==> src/rtl/pattern_detect_scheduler_if.sv <==
// Bundle of the per-channel request/grant lines and the hit reporting outputs
// of pattern_detect_scheduler.
interface pattern_detect_scheduler_if #(
    parameter int NCH   = 4,
    parameter int CNT_W = 8
);
    localparam int IDX_W = $clog2(NCH);

    logic             clr;
    logic [NCH-1:0]   ch_valid;
    logic [NCH-1:0]   ch_bit;
    logic [NCH-1:0]   ch_ready;
    logic             hit_valid;
    logic [IDX_W-1:0] hit_ch;
    logic [CNT_W-1:0] hit_count;

    modport master (
        output clr,
        output ch_valid,
        output ch_bit,
        input  ch_ready,
        input  hit_valid,
        input  hit_ch,
        input  hit_count
    );

    modport slave (
        input  clr,
        input  ch_valid,
        input  ch_bit,
        output ch_ready,
        output hit_valid,
        output hit_ch,
        output hit_count
    );
endinterface

==> src/rtl/pattern_detect_scheduler.sv <==
// One shared "101" detector time-multiplexed over NCH serial channels by a
// round-robin grant; reports the hitting channel and a saturating hit count.
module pattern_detect_scheduler #(
    parameter int NCH   = 4,
    parameter int CNT_W = 8
) (
    input logic                      clk,
    input logic                      areset,
    pattern_detect_scheduler_if.slave bus
);
    localparam int IDX_W = $clog2(NCH);
    localparam logic [CNT_W-1:0] CNT_MAX = '1;

    typedef enum logic [1:0] {
        StA = 2'd0,
        StB = 2'd1,
        StC = 2'd2,
        StD = 2'd3
    } st_e;

    st_e              st [NCH];
    logic [IDX_W-1:0] ptr;
    logic             hit_valid;
    logic [IDX_W-1:0] hit_ch;
    logic [CNT_W-1:0] hit_count;

    logic [NCH-1:0]   ready;
    logic [IDX_W-1:0] gnt_idx;
    logic             gnt_found;
    st_e              nxt_st;

    function automatic st_e next_st(input st_e s, input logic b);
        st_e n;
        unique case (s)
            StA:     n = b ? StB : StA;
            StB:     n = b ? StB : StC;
            StC:     n = b ? StD : StA;
            StD:     n = b ? StB : StC;
            default: n = StA;
        endcase
        return n;
    endfunction

    // Cyclic search from ptr; the first valid channel wins.
    always_comb begin
        ready     = '0;
        gnt_idx   = '0;
        gnt_found = 1'b0;
        for (int k = 0; k < NCH; k++) begin
            int idx;
            idx = int'(ptr) + k;
            if (idx >= NCH) idx = idx - NCH;
            if (!gnt_found && bus.ch_valid[idx]) begin
                gnt_found = 1'b1;
                gnt_idx   = IDX_W'(idx);
            end
        end
        if (bus.clr || areset) gnt_found = 1'b0;
        if (gnt_found) ready[gnt_idx] = 1'b1;
    end

    assign nxt_st = next_st(st[gnt_idx], bus.ch_bit[gnt_idx]);

    always_ff @(posedge clk or posedge areset) begin
        if (areset) begin
            for (int i = 0; i < NCH; i++) st[i] <= StA;
            ptr       <= '0;
            hit_valid <= 1'b0;
            hit_ch    <= '0;
            hit_count <= '0;
        end else if (bus.clr) begin
            // Clear wins over any pending increment; hit_ch keeps its last value.
            for (int i = 0; i < NCH; i++) st[i] <= StA;
            ptr       <= '0;
            hit_valid <= 1'b0;
            hit_count <= '0;
        end else begin
            hit_valid <= 1'b0;
            if (gnt_found) begin
                st[gnt_idx] <= nxt_st;
                ptr         <= (gnt_idx == IDX_W'(NCH - 1)) ? '0 : gnt_idx + 1'b1;
                if (nxt_st == StD) begin
                    hit_valid <= 1'b1;
                    hit_ch    <= gnt_idx;
                    if (hit_count != CNT_MAX) hit_count <= hit_count + 1'b1;
                end
            end
        end
    end

    assign bus.ch_ready  = ready;
    assign bus.hit_valid = hit_valid;
    assign bus.hit_ch    = hit_ch;
    assign bus.hit_count = hit_count;

    a_ready_onehot0 : assert property (@(posedge clk) disable iff (areset)
        $onehot0(ready));
    a_ready_subset : assert property (@(posedge clk) disable iff (areset)
        (ready & ~bus.ch_valid) == '0);

endmodule

==> src/flat_wrapper.sv <==
// flat-port wrapper written by rule: the top's interface ports become plain ports
module pattern_detect_scheduler_flat 
#(
    parameter int NCH   = 4,
    parameter int CNT_W = 8
)
  (clk, areset, bus_clr, bus_ch_valid, bus_ch_bit, bus_ch_ready, bus_hit_valid, bus_hit_ch, bus_hit_count);
  pattern_detect_scheduler_if #(.NCH(NCH), .CNT_W(CNT_W)) bus_i ();
  input logic clk;
  input logic areset;
  input wire logic [$bits(bus_i.clr)-1:0] bus_clr;
  input wire logic [$bits(bus_i.ch_valid)-1:0] bus_ch_valid;
  input wire logic [$bits(bus_i.ch_bit)-1:0] bus_ch_bit;
  output wire logic [$bits(bus_i.ch_ready)-1:0] bus_ch_ready;
  output wire logic [$bits(bus_i.hit_valid)-1:0] bus_hit_valid;
  output wire logic [$bits(bus_i.hit_ch)-1:0] bus_hit_ch;
  output wire logic [$bits(bus_i.hit_count)-1:0] bus_hit_count;
  assign bus_i.clr = bus_clr;
  assign bus_i.ch_valid = bus_ch_valid;
  assign bus_i.ch_bit = bus_ch_bit;
  assign bus_ch_ready = bus_i.ch_ready;
  assign bus_hit_valid = bus_i.hit_valid;
  assign bus_hit_ch = bus_i.hit_ch;
  assign bus_hit_count = bus_i.hit_count;
  pattern_detect_scheduler #(.NCH(NCH), .CNT_W(CNT_W)) u_core (.clk(clk), .areset(areset), .bus(bus_i));
endmodule
==> config.mk <==
export PLATFORM = sky130hd
export DESIGN_NAME = pattern_detect_scheduler_flat
export DESIGN_NICKNAME = d
export VERILOG_FILES = /design/src/rtl/pattern_detect_scheduler_if.sv /design/src/rtl/pattern_detect_scheduler.sv /design/src/flat_wrapper.sv
export SDC_FILE = /design/constraint.sdc
export NUM_CORES = 1
export LEC_CHECK = 0
export ABC_AREA = 1
export BUFFER_PORTS_ARGS = -buffer_cell sky130_fd_sc_hd__buf_4
export CAP_MARGIN = 20
export CORE_ASPECT_RATIO = 1.75
export CORE_MARGIN = 1
export CORE_UTILIZATION = 54
export DETAILED_ROUTE_END_ITERATION = 12
export GPL_ROUTABILITY_DRIVEN = 1
export PLACE_DENSITY = 0.77
export REMOVE_ABC_BUFFERS = 1
export SYNTH_ARGS = -nofsm -noshare
export SYNTH_HDL_FRONTEND = slang
export SYNTH_SLANG_ARGS = --single-unit
==> constraint.sdc <==
create_clock -name clk -period 2.9 [get_ports clk]
set_input_delay 0.29 -clock clk [delete_from_list [all_inputs] [get_ports clk]]
set_output_delay 0.29 -clock clk [all_outputs]
set_load 0.05 [all_outputs]
== Word-level counts from Yosys, hierarchy flattened ==
Index checks and enable logic that the tools add are counted.

* Register bits after elaboration: 21
* Latch bits: 0
* Bits in writable memories: 0
* ROM bits: 0
* Output and inout bits: 15
* Word-level logic and storage cells: 105
* Memories kept: 0

* $add $sub $neg: 9
* Multiply operators: 0
* Div/mod/pow operators: 0
* $lt $le $gt $ge: 12
* Eq/ne operators: 6
* Shift operators: 0
* Muxes and demuxes: 52
* Bitwise gates (word level): 2
* Reduce and logical (&&, ||, !) cells: 16

{| class="wikitable"
|+ Operators with widths
! cell !! number
|-
| < comparator 32 x 4 -> 1 bit, second input constant || 4
|-
| two-way mux 32 bit || 4
|-
| greater-or-equal comparator 32 x 4 -> 1 bit, second input constant || 3
|-
| subtractor 32 x 4 -> 32 bit, second input constant || 3
|-
| two-way mux 8 bit || 6
|-
| two-way mux 2 bit || 12
|-
| two-way mux 1 bit || 19
|-
| binary-select mux 1 bit (select 2 bit) || 5
|-
| adder 8 x 1 -> 8 bit, second input constant || 1
|-
| bitwise mux 8 bit || 1
|-
| equality test 2 bit, second input constant || 4
|-
| != test 8 bit, second input constant || 1
|-
| adder 2 x 2 -> 3 bit, second input constant || 2
|-
| one-hot mux 2 bit (3 select lines) || 1
|-
| AND reduction 3 bit || 2
|-
| nonzero test 2 bit || 3
|-
| logical AND 1 bit || 5
|-
| binary-select mux 2 bit (select 2 bit) || 1
|-
| demux 2 bit (select 2 bit) || 1
|-
| two-way mux 4 bit || 1
|-
| subtractor 2 x 3 -> 4 bit, second input constant || 1
|-
| adder 2 x 1 -> 3 bit, second input constant || 1
|-
| greater-or-equal comparator 2 x 3 -> 1 bit, second input constant || 1
|-
| greater-or-equal comparator 3 bit, second input constant || 1
|-
| 12 further kinds || 14
|}

== Longest topological paths before layout ==
* Word-level depth: 26
* Depth in mapped cells: 18
* Depth with buffers taken out: 17

== Worst setup path after synthesis ==
No wires, ideal clock.

* Path kind: reg-to-reg
* From: reg u_core.ptr[0]
* To: reg u_core.st[0] (netlist name)
* Library setup time: 126 ps
* Data arrival time: 2015 ps
* Setup slack: 759 ps
* Stages on the path, launching flop included: 16
* Buffers on the path: 1
* Period minus slack after synthesis: 2141 ps
* Path through: dfrtp_1 buf_6 inv_6 nand2_2 nand2_4 nand2_2 nand2_4 nor2_8 nand3_4 nand3_1 inv_1 nand2_1 inv_1 nor2_1 nand2_1 o21ai_0

* Longest elaborated chain between the ends: 25

{| class="wikitable"
|+ Ends and longest elaborated chain
! element !! line !! RTL
|-
| start, declared || pattern_detect_scheduler.sv:22 || <nowiki>logic [IDX_W-1:0] ptr;</nowiki>
|-
| start signal, assigned || pattern_detect_scheduler.sv:81 || <nowiki>ptr <= (gnt_idx == IDX_W'(NCH - 1)) ? '0 : gnt_idx + 1'b1;</nowiki>
|-
| parallel branches: the longest is 25 deep, another holds subtractor 32 x 4 -> 32 bit || -- ||
|-
| end signal, assigned by index || pattern_detect_scheduler.sv:80 || <nowiki>st[gnt_idx] <= nxt_st;</nowiki>
|-
| end, declared || pattern_detect_scheduler.sv:21 || <nowiki>st_e st [NCH];</nowiki>
|}

Parallel ways; which one is timed is not known. The select of a mux whose other input is x is not followed.
A chain may end at the register's enable or synchronous reset.

== Final worst setup path ==
* From: reg u_core.ptr[0]
* To: out bus_ch_ready[1]

* Longest elaborated chain between the ends: 20

{| class="wikitable"
|+ Ends and longest elaborated chain
! element !! line !! RTL
|-
| parallel branches: the longest is 14 deep, another holds subtractor 32 x 4 -> 32 bit || -- ||
|-
| two-way mux 2 bit (*) || pattern_detect_scheduler.sv:53 || <nowiki>if (!gnt_found && bus.ch_valid[idx]) begin</nowiki>
|-
| net u_core.gnt_idx[0] || pattern_detect_scheduler.sv:28 || <nowiki>logic [IDX_W-1:0] gnt_idx;</nowiki>
|-
| < comparator 2 x 3 -> 1 bit (implied by the code) or greater-or-equal comparator 2 x 1 -> 1 bit (tied branches) || pattern_detect_scheduler.sv:59 || <nowiki>if (gnt_found) ready[gnt_idx] = 1'b1;</nowiki>
|-
| logical AND 1 bit (implied by the code) || pattern_detect_scheduler.sv:59 ||
|-
| two-way mux 1 bit (implied by the code) || pattern_detect_scheduler.sv:59 ||
|-
| demux 1 bit (select 2 bit) (*) || -- ||
|-
| two-way mux 4 bit (*) || pattern_detect_scheduler.sv:59 ||
|-
| end, declared || flat_wrapper.sv:14 || <nowiki>output wire logic [$bits(bus_i.ch_ready)-1:0] bus_ch_ready;</nowiki>
|}

Mark *: on every way through the listed nets, which the timed path passes. The select of a mux whose other input is x is not followed.

==> impl_metrics.csv <==
group,metric,value,unit
outcome,status,"complete, but fails checks",
outcome,violations,"DRC",
floorplanning,die_height,75.2,um
routing,drt-vias-per-instance,5.28,
final_layout,drive_gt1_frac,0.274,
final_layout,final_common_cell,"nand2_1",
setup_path,r2r_end,"u_core.bus.hit_ch[1]$_DFFE_PP0P_",
routing,wl,3640,um
setup_path,crit_fanout,11,
clock_tree,clockRootBuffer,"clkbuf_8",
sta,max_freq,0.370,GHz
clock_tree,htree_levels,1,
global_route,grt.met2_usage,0.468,
setup_path,rr_startpoint,"u_core.ptr[0]$_DFFE_PP0P_",
final_layout,multi_input_area,995,um^2
pwr,vdd_drop_max,0.000524,V
clock_tree,path_clk_slew,0.08,ns
global_route,track_usage,0.242,
clock_tree,clock_latency,0.27,ns
global_route,grt_util_met1,0.260,
min_path,hold_class,"input port to asynchronous set/reset pin",
placement,routabilityCongestion,0.842,
placement,dpl_cell_area,1870,um^2
global_route,grt_max_degree,22,
clock_tree,cts.hold.buffers_added,0,
sta,clock_skew,0.000774,ns
logic_synthesis,ys_types,25,
sta,min_period_over_period,0.931,
clock_tree,clock_path_buffers,2,
routing,drt-initial-drc-count,29,
setup_path,endpoint_kind,"primary output",
placement,portBuffers,25,
clock_tree,cts.sinks,21,
setup_path,crit_slowest_cell,"dfrtp_1",
sta,hold_viol_final,0,
logic_synthesis,ys_warn_count,0,
floorplanning,io-pin-count,26,
final_layout,postLayoutCellArea,1920,um^2
sta,finalSetupTns,0,ns
routing,firstDrtPassIters,8,
logic_synthesis,netlist_instances,224,
setup_path,crit_type,"flip-flop to primary output",
global_route,busiest_layer,"met2",
sta,finalCriticalPeriod,2.70,ns
sta,tightest_slew,0.472,ns
global_route,grt_pass1_vias,1347,
logic_synthesis,synth_area_leaders,"dfrtp_1 (32%), nand2_1 (16%), nand3_1 (5.7%)",
floorplanning,die_w,43.8,um
final_layout,final_core_util,0.654,
floorplanning,start_util,0.565,
placement,hpwl,2940,um
final_layout,mostFrequentLayoutCells,"nand2_1 (69), buf_4 (26), inv_1 (25)",
global_route,grt_antenna_before_repair,0,
setup_path,r2r_cells,16,
logic_synthesis,yosysTopAreaCell,"dfrtp_1",
setup_path,worst_path_most_repeated_cell,"nand2_1",
global_route,grt_pass1_wl,5840,um
clock_tree,cts_buffers,3,
final_layout,fillCellCount,273,
flow_run,max_cap_viol_count,0,
final_layout,layout.nets,269,
final_layout,final-seq-area,526,um^2
logic_synthesis,ys_seq_area_frac,0.318,
logic_synthesis,avgSynthCellArea,7.38,um^2
routing,vias,1478,
floorplanning,row_count,26,
logic_synthesis,synth_top_area_frac,0.318,
setup_path,r2r_slack,0.48,ns
global_route,use_met3,0.00959,
logic_synthesis,synth_seq_cells,21,
routing,route.detailed.drc,1,
floorplanning,coreArea,2930,um^2
sta,slew_violations,0,
setup_path,startpoint_type,"flip-flop",
routing,wl_per_cell,13.0,um
final_layout,area_delta_synth_final,15.8,%
routing,postRouteAntennaNets,0,
setup_path,critical_path.top_delay_family,"simple AND/OR/NAND/NOR gates",
clock_tree,cts_tree,"yes",
pwr,powerDensity,894,nW/um^2
setup_path,crit_start,"u_core.ptr[0]$_DFFE_PP0P_",
floorplanning,die_area,3300,um^2
setup_path,path_cells,"inv_6, nand2_1, nand2_1, nand2_2, nand2_4, nor2_8, nand3_4, nand3_4, inv_1, ha_1, nand2_1, inv_1, buf_4",
clock_tree,cts_resized,0,
logic_synthesis,syn_area,1650,um^2
setup_path,critPathBufInv,4,
setup_path,crit_required,2.61,ns
final_layout,antenna_cells,0,
pwr,leakage,1.05,nW
setup_path,arrival,2.41,ns
sta,setup_viol,0,
clock_tree,cts_setup_buffers,0,
setup_path,crit_path_max_incr_delay,0.64,ns
sta,relSlewSlack,0.685,
sta,rsz0062_at_grt,"false",
global_route,grt.overflow.total,0,
-- worst min-delay path: stages --
cell and delay, ns:
buf_4 0.11, inv_1 0.08, buf_4 0.29
-- logic make-up after synthesis --
logic type,Yosys count,share of synthesized area
buffers and inverters,32,0.0809
and+or+nand+nor,154,0.520
AOI/OAI and AO/OA,9,0.0272
xor gates and xnor gates,3,0.0159
DFF,21,0.318
adders and majority gates,5,0.0378
-- per-layer routing --
metal	vias to the layer above	part of all wire
li1	773	-
met1	683	0.39
met2	17	0.57
met3	5	0.014
met4	0	0.020
met5	-	0
-- cells in the mapped netlist --
| library cell | instances |
|---|---|
| buf_6 | 1 |
| xor2_1 | 1 |
| ha_1 | 5 |
| nand4_1 | 13 |
| nand3_4 | 5 |
| nor2_4 | 1 |
| nand2_1 | 69 |
| nand3_1 | 19 |
| inv_2 | 3 |
| nand3_2 | 5 |
| o21ai_0 | 7 |
| nor2_1 | 15 |
| inv_1 | 25 |
| xnor2_1 | 2 |
| nand2_2 | 14 |
| nand2_4 | 7 |
| inv_6 | 1 |
| a21oi_1 | 2 |
| dfrtp_1 | 21 |
| clkbuf_1 | 1 |
| nor3b_1 | 3 |
| nor2_2 | 1 |
| clkinv_2 | 1 |
| nor3_1 | 1 |
| nor2_8 | 1 |
-- worst max path at each step --
stage	end	slack [ns]	depth (start not counted)
CTS	bus_ch_ready[1]	0.18	13
global placement	u_core.bus.hit_ch[1]$_DFFE_PP0P_	0.50	16
global route	bus_ch_ready[1]	0.02	14
detailed placement	bus_ch_ready[1]	0.48	13
finish	bus_ch_ready[1]	0.20	13
floorplan	u_core.st[4]$_DFFE_PP0P_	0.63	16
-- state kept, by name (all words and copies together), names as in the netlist --
signal	cells
u_core.bus.hit_ch	2
u_core.bus.hit_count	8
u_core.bus.hit_valid	1
u_core.ptr	2
u_core.st	8
-- layout make-up --
| type | instances | share of cell area |
|---|---|---|
| repair buffers | 26 | 0.102 |
| clock inverters | 1 | 0.00261 |
| well taps | 28 | 0.0183 |
| inverters | 30 | 0.0621 |
| multi-input cells | 171 | 0.519 |
| flip-flops and latches | 21 | 0.274 |
| clock buffers | 3 | 0.0216 |
-- stage by stage --
step	total power, mW	setup slack [ns]	hold WS, ns	std cells
floorplan	1.27	0.632	0.275	222
global placement	1.51	0.495	0.401	276
detailed placement	1.53	0.479	0.404	276
CTS	1.72	0.184	0.116	280
global route	1.83	0.0241	0.138	280
finish	1.71	0.200	0.106	280
-- power by group --
part           internal, mW  switching [mW]  total, mW  leakage (nW)
Combinational         0.326           0.767       1.09         0.735
Sequential            0.360          0.0610      0.421         0.285
Clock                0.0961           0.103      0.199        0.0255
(Power assumes the default switching activity.)
